`src/rtl/mips_mem_pkg.sv`:
```
// Shared definitions for DataMemory and mem_copy_engine.
//   MEM_AW / MEM_DW : default word-address and data widths of the DataMemory port
//   copy_state_e    : state encoding of the copy engine FSM
package mips_mem_pkg;

    localparam int unsigned MEM_AW = 6;
    localparam int unsigned MEM_DW = 32;

    typedef enum logic [1:0] {
        IDLE  = 2'd0,
        RD_PH = 2'd1,
        WR_PH = 2'd2,
        FIN   = 2'd3
    } copy_state_e;

endpackage

```
`src/rtl/mem_copy_engine.sv`:
```
// Word-by-word memory copy engine driving a single-port DataMemory.
// Each word takes a read phase (address = source, capture RD) followed by a
// write phase (address = destination, write captured word), ascending order.
//   CLK, RST_N      : clock, asynchronous active-low reset
//   START           : copy request, honoured only when idle
//   SRC, DST, LEN   : first source/destination word address and word count
//   BUSY, DONE      : copy in progress / one-cycle completion pulse
//   A, WE, WD, RD   : memory port (RD is combinational from A)
module mem_copy_engine
    import mips_mem_pkg::*;
#(
    parameter int unsigned AW = MEM_AW,
    parameter int unsigned DW = MEM_DW
) (
    input  logic          CLK,
    input  logic          RST_N,
    input  logic          START,
    input  logic [AW-1:0] SRC,
    input  logic [AW-1:0] DST,
    input  logic [AW:0]   LEN,
    output logic          BUSY,
    output logic          DONE,
    output logic [AW-1:0] A,
    output logic          WE,
    output logic [DW-1:0] WD,
    input  logic [DW-1:0] RD
);

    localparam logic [AW:0]   CNT_ONE = (AW+1)'(1);
    localparam logic [AW-1:0] PTR_ONE = AW'(1);

    copy_state_e   state;
    logic [AW-1:0] src_ptr;
    logic [AW-1:0] dst_ptr;
    logic [AW:0]   remaining;
    logic [DW-1:0] hold;

    // Hold register is zero outside the write phase, so it doubles as WD
    assign WD = hold;

    // Copy FSM with registered memory-port and status outputs
    always_ff @(posedge CLK or negedge RST_N) begin
        if (!RST_N) begin
            state     <= IDLE;
            src_ptr   <= '0;
            dst_ptr   <= '0;
            remaining <= '0;
            hold      <= '0;
            A         <= '0;
            WE        <= 1'b0;
            BUSY      <= 1'b0;
            DONE      <= 1'b0;
        end else begin
            case (state)
                IDLE: begin
                    if (START) begin
                        src_ptr   <= SRC;
                        dst_ptr   <= DST;
                        remaining <= LEN;
                        BUSY      <= 1'b1;
                        if (LEN != '0) begin
                            state <= RD_PH;
                            A     <= SRC;
                        end else begin
                            state <= FIN;
                            DONE  <= 1'b1;
                        end
                    end
                end
                RD_PH: begin
                    hold    <= RD;
                    src_ptr <= src_ptr + PTR_ONE;
                    A       <= dst_ptr;
                    WE      <= 1'b1;
                    state   <= WR_PH;
                end
                WR_PH: begin
                    dst_ptr   <= dst_ptr + PTR_ONE;
                    remaining <= remaining - CNT_ONE;
                    hold      <= '0;
                    WE        <= 1'b0;
                    if (remaining > CNT_ONE) begin
                        A     <= src_ptr;
                        state <= RD_PH;
                    end else begin
                        A     <= '0;
                        DONE  <= 1'b1;
                        state <= FIN;
                    end
                end
                FIN: begin
                    BUSY  <= 1'b0;
                    DONE  <= 1'b0;
                    state <= IDLE;
                end
                default: begin
                    state <= IDLE;
                end
            endcase
        end
    end

endmodule
```
`config.mk`:
```
export PLATFORM = sky130hd
export DESIGN_NAME = mem_copy_engine
export DESIGN_NICKNAME = d
export VERILOG_FILES = /design/src/rtl/mips_mem_pkg.sv /design/src/rtl/mem_copy_engine.sv
export SDC_FILE = /design/constraint.sdc
export NUM_CORES = 1
export LEC_CHECK = 0
export CAP_MARGIN = 10
export CORE_UTILIZATION = 46
export CTS_CLUSTER_DIAMETER = 120
export DETAILED_ROUTE_END_ITERATION = 6
export PLACE_DENSITY = 0.77
export SLEW_MARGIN = 20
export SYNTH_ARGS = -nofsm -noshare
export SYNTH_HDL_FRONTEND = slang
export SYNTH_SLANG_ARGS = --single-unit
```
`constraint.sdc`:
```
create_clock -name CLK -period 2.21 [get_ports CLK]
set_input_delay 0.221 -clock CLK [delete_from_list [all_inputs] [get_ports CLK]]
set_output_delay 0.221 -clock CLK [all_outputs]
set_load 0.02 [all_outputs]
```
# Yosys cells after proc, flatten, opt, wreduce, memory -nomap -nowiden
# Index checks and enable logic that the tools add are counted.
# Widths: inputs -> output; s select.
op_classes:
  addsub: 3
  order_cmp: 1
  eq_ne: 7
  n_mux: 22
  reduce_logical: 13
op_table:
  columns: ["op", "n"]
  rows:
  - ["$pmux 32 s2", 1]
  - ["$mux 6", 5]
  - ["$pmux 6 s2", 2]
  - ["$pmux 6 s3", 1]
  - ["$pmux 7 s2", 1]
  - ["$add 6x1->6 const B", 2]
  - ["$ne 2x2->1 const B", 4]
  - ["$pmux 2 s4", 1]
  - ["$reduce_bool 2->1", 4]
  - ["$gt 7x1->1 const B", 1]
  - ["$mux 7", 1]
  - ["$reduce_bool 7->1", 1]
  - ["$sub 7x1->7 const B", 1]
  - ["$mux 2", 3]
  - ["$reduce_and 2->1", 3]
  - ["$reduce_bool 3->1", 2]
  - ["$eq 2x2->1 const B", 2]
  - ["$mux 1", 4]
  - ["$pmux 1 s2", 2]
  - ["$reduce_and 4->1", 1]
  - ["$pmux 1 s3", 1]
  - ["$reduce_and 3->1", 1]
  - ["$eq 2x1->1 const B", 1]
  - ["$logic_not 2->1", 1]
word_totals:
  regBits: 62
  in_bits: 54
  output_inout_bits: 41

# Logic depth before layout (Yosys ltp)
depth:
  ltp_word: 4
  depth_mapped: 8
  ltp_nobuf: 6

# Worst setup path after synthesis
# OpenSTA, ideal clock, no wires.
synth_path:
  path_type: "register to register"
  start: "register state[0]"
  end: "register A[4]"
  setup_time_ns: 0.132
  arrival_ns: 1.512
  slack_ns: 0.566
  stages_incl_launch_ff: 7
  path_buffers: 0
  period_less_slack_ns: 1.644
  path_cell_list: "dfrtp_1 -> inv_1 -> ha_1 -> inv_2 -> a221o_1 -> a221oi_1 -> a211oi_1"
synth_between:
  elab_chain_cells: 3
  elab_cells_between_ends: 8
  cone_classes: "eq/ne: 4; mux: 1; reduce/logical: 3"
synth_rtl:
  columns: ["element", "line_no", "text"]
  rows:
  - ["start, declared", "mem_copy_engine.sv:32", "copy_state_e state;"]
  - ["start signal, assigned", "mem_copy_engine.sv:44", "state <= IDLE;"]
  - ["start signal, assigned", "mem_copy_engine.sv:62", "state <= RD_PH;"]
  - ["start signal, assigned", "mem_copy_engine.sv:65", "state <= FIN;"]
  - ["$eq 2x2->1 (tied with other cells)", "mem_copy_engine.sv:54", "case (state)"]
  - ["$reduce_bool 3->1 (no line) / $ne 2x2->1 (equally long branches)", null, null]
  - ["$reduce_and 3->1 (no line)", null, null]
  - ["end signal, assigned", "mem_copy_engine.sv:73", "A <= dst_ptr;"]
  - ["end signal, assigned", "mem_copy_engine.sv:83", "A <= src_ptr;"]
  - ["end, declared", "mem_copy_engine.sv:23", "output logic [AW-1:0] A,"]
# Several ways; a longest one is shown, not always the timed one.
# A chain may end at the register's enable or synchronous reset.

# Final worst setup path
layout_path:
  start: "register state[1]"
  end: "register A[4]"
# Same word-level chain as after synthesis.

==> results_dict.tcl <==
set metrics [dict create \
    core_sq_um 6350 \
    h-tree-depth 3 \
    first_pass_iters 6 \
    r2r-end "A[4]" \
    vdd_ir_drop_max_uv 876.2 \
    rsz0062_at_grt "no" \
    portBuffers 94 \
    syn_inst 282 \
    p_sw_frac 0.4253 \
    routed_wl_um 7383 \
    relSlewSlack 0.6365 \
    seqPwrFrac 0.312 \
    yosysWarnings 0 \
    worst-setup-path-type "flip-flop to flip-flop" \
    grt_pass1_wl_um 12370 \
    setup_viol 0 \
    root_buffer "clkbuf_8" \
    final_antenna_net_count 0 \
    critPathLaunchType "flip-flop" \
    reg2reg_slack_ns 0.28 \
    hold_viol 0 \
    fp.dieW_um 82.93 \
    layout.nets 441 \
    clockPowerShare 0.139 \
    drive_above_1_share 0.08616 \
    yosysTopAreaCellShare 0.5150 \
    cp_data_required_time_ns 2.45 \
    finalNonFillerCells 460 \
    cts_buffers 9 \
    synth-seq-area-share 0.5150 \
    syn_to_final_growth_pct 40.28 \
    status "complete, no violations" \
    period_needed_ns 1.930 \
    start_util 0.4745 \
    synthTopCellsByArea "dfrtp_1 (51%), a22o_1 (9.3%), ha_1 (3.7%), a21oi_1 (3.2%), o22ai_1 (2.9%)" \
    synth_nets 345 \
    antenna_found_initial 0 \
    synth-xor-area-share 0.002907 \
    via_per_inst 5.807 \
    synth_top_family_by_area "compound AO/OA/AOI/OAI gates" \
    p_per_area_nw_per_um2 1674 \
    clock.fmax_ghz 0.5180 \
    drv_cap 0 \
    holdCritPathClass "input port to asynchronous set/reset pin" \
    die_area_sq_um 6877 \
    globalplace.congestion 0.8156 \
    insertedDiodeCount 0 \
    wl_per_cell_um 16.05 \
    p_comb_frac 0.549 \
    grt_pass1_vias 2485 \
    dpl.cell_count 443 \
    drt_iter0_markers 142 \
    track_usage 0.2263 \
    synth_compound_area_frac 0.2591 \
    synth_fa_ha_area_frac 0.03738 \
    dieHeight_um 82.93 \
    worstPathMaxFanout 9 \
    clkLatencyLatePin_ns 0.34 \
    rows 29 \
    clk_transition_reported_paths_ns 0.07 \
    cts.sinks 62 \
    final_area_sq_um 4227 \
    fin_tns_setup_ns 0 \
    min_period_over_period 0.8735 \
    total_power_mw 7.073 \
    power_leakage_nw 1.809 \
    ctsLongestPathBuffers 2 \
    rr_startpoint "state[1]" \
    pre_cts_ws_ns 0.3057 \
    crit_arrival_ns 2.18 \
    yosysUniqueCellTypes 44 \
    post_cts_buffers 0 \
    synth_area_sq_um 3013 \
    synth_simple_gate_area_frac 0.1100 \
    cts_tree "yes" \
    grt_max_degree 40 \
    finClkSkew_ns 0.009583 \
    grt.overflow.total 0 \
    setup_slack_ns 0.2795 \
    placed_area_sq_um 4028 \
    yosys.area.top_type "dfrtp_1" \
    power.switching_mw 3.008 \
    slew_violations 0 \
    worst_pin_slew_ns 0.5453 \
    drc_errors 0 \
    synth_area_per_cell_sq_um 10.68 \
    vias 2671 \
    internal-power_mw 4.065 \
    fin_util 0.6656 \
    dp_hpwl_um 5226 \
    ioPinCount 95 \
    fin_hold_ws_ns 0.3964 \
    hold_buffers 1 \
    synthMuxAreaShare 0.03198 \
    ys_ff_latch 62 \
    r2r_cells 6 \
    end_kind "flip-flop" \
    cts_resized 0 \
]
## worst max path at each step
stage                         from    to  slack [ns]
after floorplan           state[0]  A[4]        0.57
after global placement    state[1]  A[3]        0.23
after detailed placement  state[1]  A[1]        0.31
after CTS                 state[1]  A[4]        0.29
after global routing      state[1]  A[0]      0.0005
final                     state[1]  A[4]        0.28
## critical path, stage by stage (launching register included)
cell and delay (ns):
dfrtp_1 0.41, inv_1 0.11, ha_1 0.37, nor4b_1 0.35
a221o_1 0.31, a221oi_1 0.08, a211oi_1 0.20
## registers in the layout (all words and copies together), names as in the netlist
signal and count:
DONE 1, WD 32, src_ptr 6, A 6, remaining 7, state 2
dst_ptr 6, WE 1, BUSY 1
## power groups by stage
stage / Combinational [mW] / Clock, mW / Sequential [mW]
after global placement: 3.79 / 0 / 2.20
after detailed placement: 3.90 / 0 / 2.21
after floorplan: 2.25 / 0 / 2.50
after CTS: 3.91 / 0.998 / 2.20
after global routing: 4.25 / 1.05 / 2.29
final: 3.88 / 0.983 / 2.21
## cell usage after synthesis, drive strengths merged
cell	instances
nand4	2
nor4	1
a221oi	7
nor2	18
a221o	1
dfrtp	62
xor2	1
a21o	1
a211oi	7
a211o	1
nor3b	1
o211a	1
buf	12
a31oi	1
nand2b	1
o21bai	1
nand3	13
clkbuf	7
o221ai	2
o21ai	16
nand2	11
and3	4
nor3	9
a21boi	1
nor4b	1
mux2	2
mux2i	7
o22ai	14
ha	9
inv	9
and4	3
a21oi	19
a22o	32
o211ai	1
o21a	2
a22oi	2
## layout by cell type, fill, tap and decap left out, types with 8 or more instances in the layout
| cell type | instances |
|---|---|
| clkdlybuf4s50_1 | 93 |
| dfrtp_1 | 62 |
| a22o_1 | 32 |
| a21oi_1 | 19 |
| nor2_1 | 17 |
| o21ai_0 | 15 |
| o22ai_1 | 14 |
| nand3_1 | 13 |
| nand2_1 | 10 |
| nor3_1 | 9 |
| ha_1 | 9 |
| clkbuf_8 | 9 |
| inv_1 | 8 |
| buf_4 | 8 |
## logic make-up after synthesis
group,Yosys count
AOI/OAI and AO/OA,109
xor gates and xnor gates,1
adders and majority gates,9
buffers and inverters,28
DFF,62
muxes,9
and+or+nand+nor,64
## layout make-up
class                   count  area [sq um]
fillers                   499          2123
flip-flops and latches     62          1551
multi-input cells         192          1330
repair buffers            104          1026
clock buffers              10         127.6
well taps                  77         96.34
clock inverters             6         61.31
inverters                   9         33.78
## per-layer routing
metal | routed length [um] | GRT usage
met5 | 0 | 0
met4 | 211 | 0.1144
met3 | 353 | 0.03380
met2 | 3429 | 0.3316
met1 | 3388 | 0.3274
No activity file was read; power rests on OpenSTA's default activity.
==> variant (same flow settings) <==
The 4 states of `copy_state_e` get a Gray code encoding in 2 bits.
--- a/src/rtl/mips_mem_pkg.sv
+++ b/src/rtl/mips_mem_pkg.sv
@@ -9,6 +9,6 @@
     typedef enum logic [1:0] {
-        IDLE  = 2'd0,
-        RD_PH = 2'd1,
-        WR_PH = 2'd2,
-        FIN   = 2'd3
+        IDLE  = 2'b00,
+        RD_PH = 2'b01,
+        WR_PH = 2'b11,
+        FIN   = 2'b10
     } copy_state_e;
Function: same outputs for any inputs over 10 cycles, from zero or initial values and one cycle with RST_N low; not proved beyond that.
==> variant against the original RTL <==
  * Hold slack better by 35 ps
  * Worst setup slack improved by 150 ps
  * Critical path depth fell by 2
  * Power down 16%
  * Sequential share of layout area grew 1.8 points
  * Cell area shrank 4.7%
  * Non-clock buffer count is the same
  * Sequential cell count is the same
  * Final cell count decreased by 3.9%
  * Routed wire length increased by 1.2%
  * Synthesized area decreased by 5.9%
  * Die area down 5.8%
  * Via count shrank 6.1%
==> variant: results (changes against the original RTL) <==
INFO  critical_path  timing.critical_path.fanout_max=18 [was 9]
INFO  synthesis      synthesis.nets=324 [was 345]
INFO  timing         finClkSkew=7.736ps [was 9.583 ps]
INFO  placed_design  place.detailed.instances=427 [was 443]
INFO  synthesis      yosysUniqueCellTypes=40 [was 44]
INFO  detailed_routing detail_route.iter0.violations=201 [was 142]
INFO  synthesis      netlist_top_cells_count=dfrtp_1, a22o_1, nor3_1 [was dfrtp_1, a22o_1, a21oi_1]
INFO  detailed_routing via_count=2509 [was 2671]
INFO  power          combinationalPowerShare=0.504 [was 0.549]
INFO  placed_design  globalplace.congestion=0.8601 [was 0.8156]
INFO  synthesis      post_synth.cell_area_avg=10.65um^2 [was 10.68 um^2]
INFO  global_route   grt_max_degree=63 [was 40]
INFO  timing         worst_slew_margin_rel=0.6092 [was 0.6365]
INFO  power          fraction_of_power_spent_switching_nets=0.4146 [was 0.4253]
INFO  synthesis      synth-seq-area-share=0.5475 [was 0.5150]
INFO  die            die_width=80.49um [was 82.93 um]
INFO  power          peakVddDrop=858.0uV [was 876.2 uV]
INFO  global_route   via_count_of_the_first_global_routing_pass=2377 [was 2485]
INFO  critical_path  max_stage_delay=580ps [was 410 ps]
INFO  status         status=completed [unchanged]
INFO  synthesis      synth_top_cells_by_area=dfrtp_1, a22o_1, nor3_1 [was dfrtp_1, a22o_1, ha_1]
INFO  power          clockNetworkPower=829uW [was 983 uW]
INFO  detailed_routing drt_pre_antenna_iters=4 [was 6]
INFO  global_route   global_route.usage.total=0.2414 [was 0.2263]
INFO  power          p_leak=1.764nW [was 1.809 nW]
INFO  detailed_routing wire_per_inst=16.90um [was 16.05 um]
==> variant: cell types whose count changed in the layout (fill, tap and decap cells not counted), moves of 7 or more <==
cell | unedited run | this run
nand3_1 | 13 | 6
a21o_1 | 1 | 9
nor3_1 | 9 | 22
mux2i_1 | 7 | 0
o22ai_1 | 14 | 3
a31oi_1 | 0 | 14
a221oi_1 | 7 | 0
==> variant: final timing paths <==
kind,start,endpoint,slack (ps),cells past startpoint
max reg2reg,state[0],src_ptr[5],430,4
min in group CLK,DST[1],dst_ptr[1],470,3
min,RST_N,DONE,430,3
max in group asynchronous,RST_N,remaining[5],1510,3
max,state[0],src_ptr[5],430,4
min reg2reg,WE,WE,480,1
==> variant: tightest hold or removal path: stages <==
cell and delay, ps:
dlygate4sd3_1 520, buf_2 120, buf_12 290
==> variant: cell families after synthesis <==
logic type      count (synthesis)  share of synthesized area
mux                             1                   0.005296
fa+ha+maj                       4                    0.01766
buf+inv                        27                    0.04282
simple gates                   74                     0.1373
compound gates                 98                     0.2494
flops                          62                     0.5475
==> variant: stage by stage <==
stage	area [um^2]	hold slack (ps)	worst slack, ps
floorplan	2834	-74.59	803.1
global placement	3862	256.1	467.2
detailed placement	3862	258.3	427.8
CTS	4028	427.9	428.8
global route	4028	449.8	264.6
finish	4028	431.4	431.9
==> variant: per-layer routing <==
metal / up-vias / routed length [um] / global-route usage
met5: - / 0 / 0
met4: 0 / 127 / 0.09464
met3: 14 / 492 / 0.07841
met2: 87 / 3564 / 0.3678
met1: 1214 / 3284 / 0.3161
li1: 1194 / - / -
==> variant: cell type report <==
type	instances	area [um^2]
tap	75	93.84
timing repair buffer	104	1026
clock buffer	12	145.1
clock inverter	2	10.01
multi-input combinational	177	1164
sequential	62	1551
inverter	10	37.54
fill	454	1893
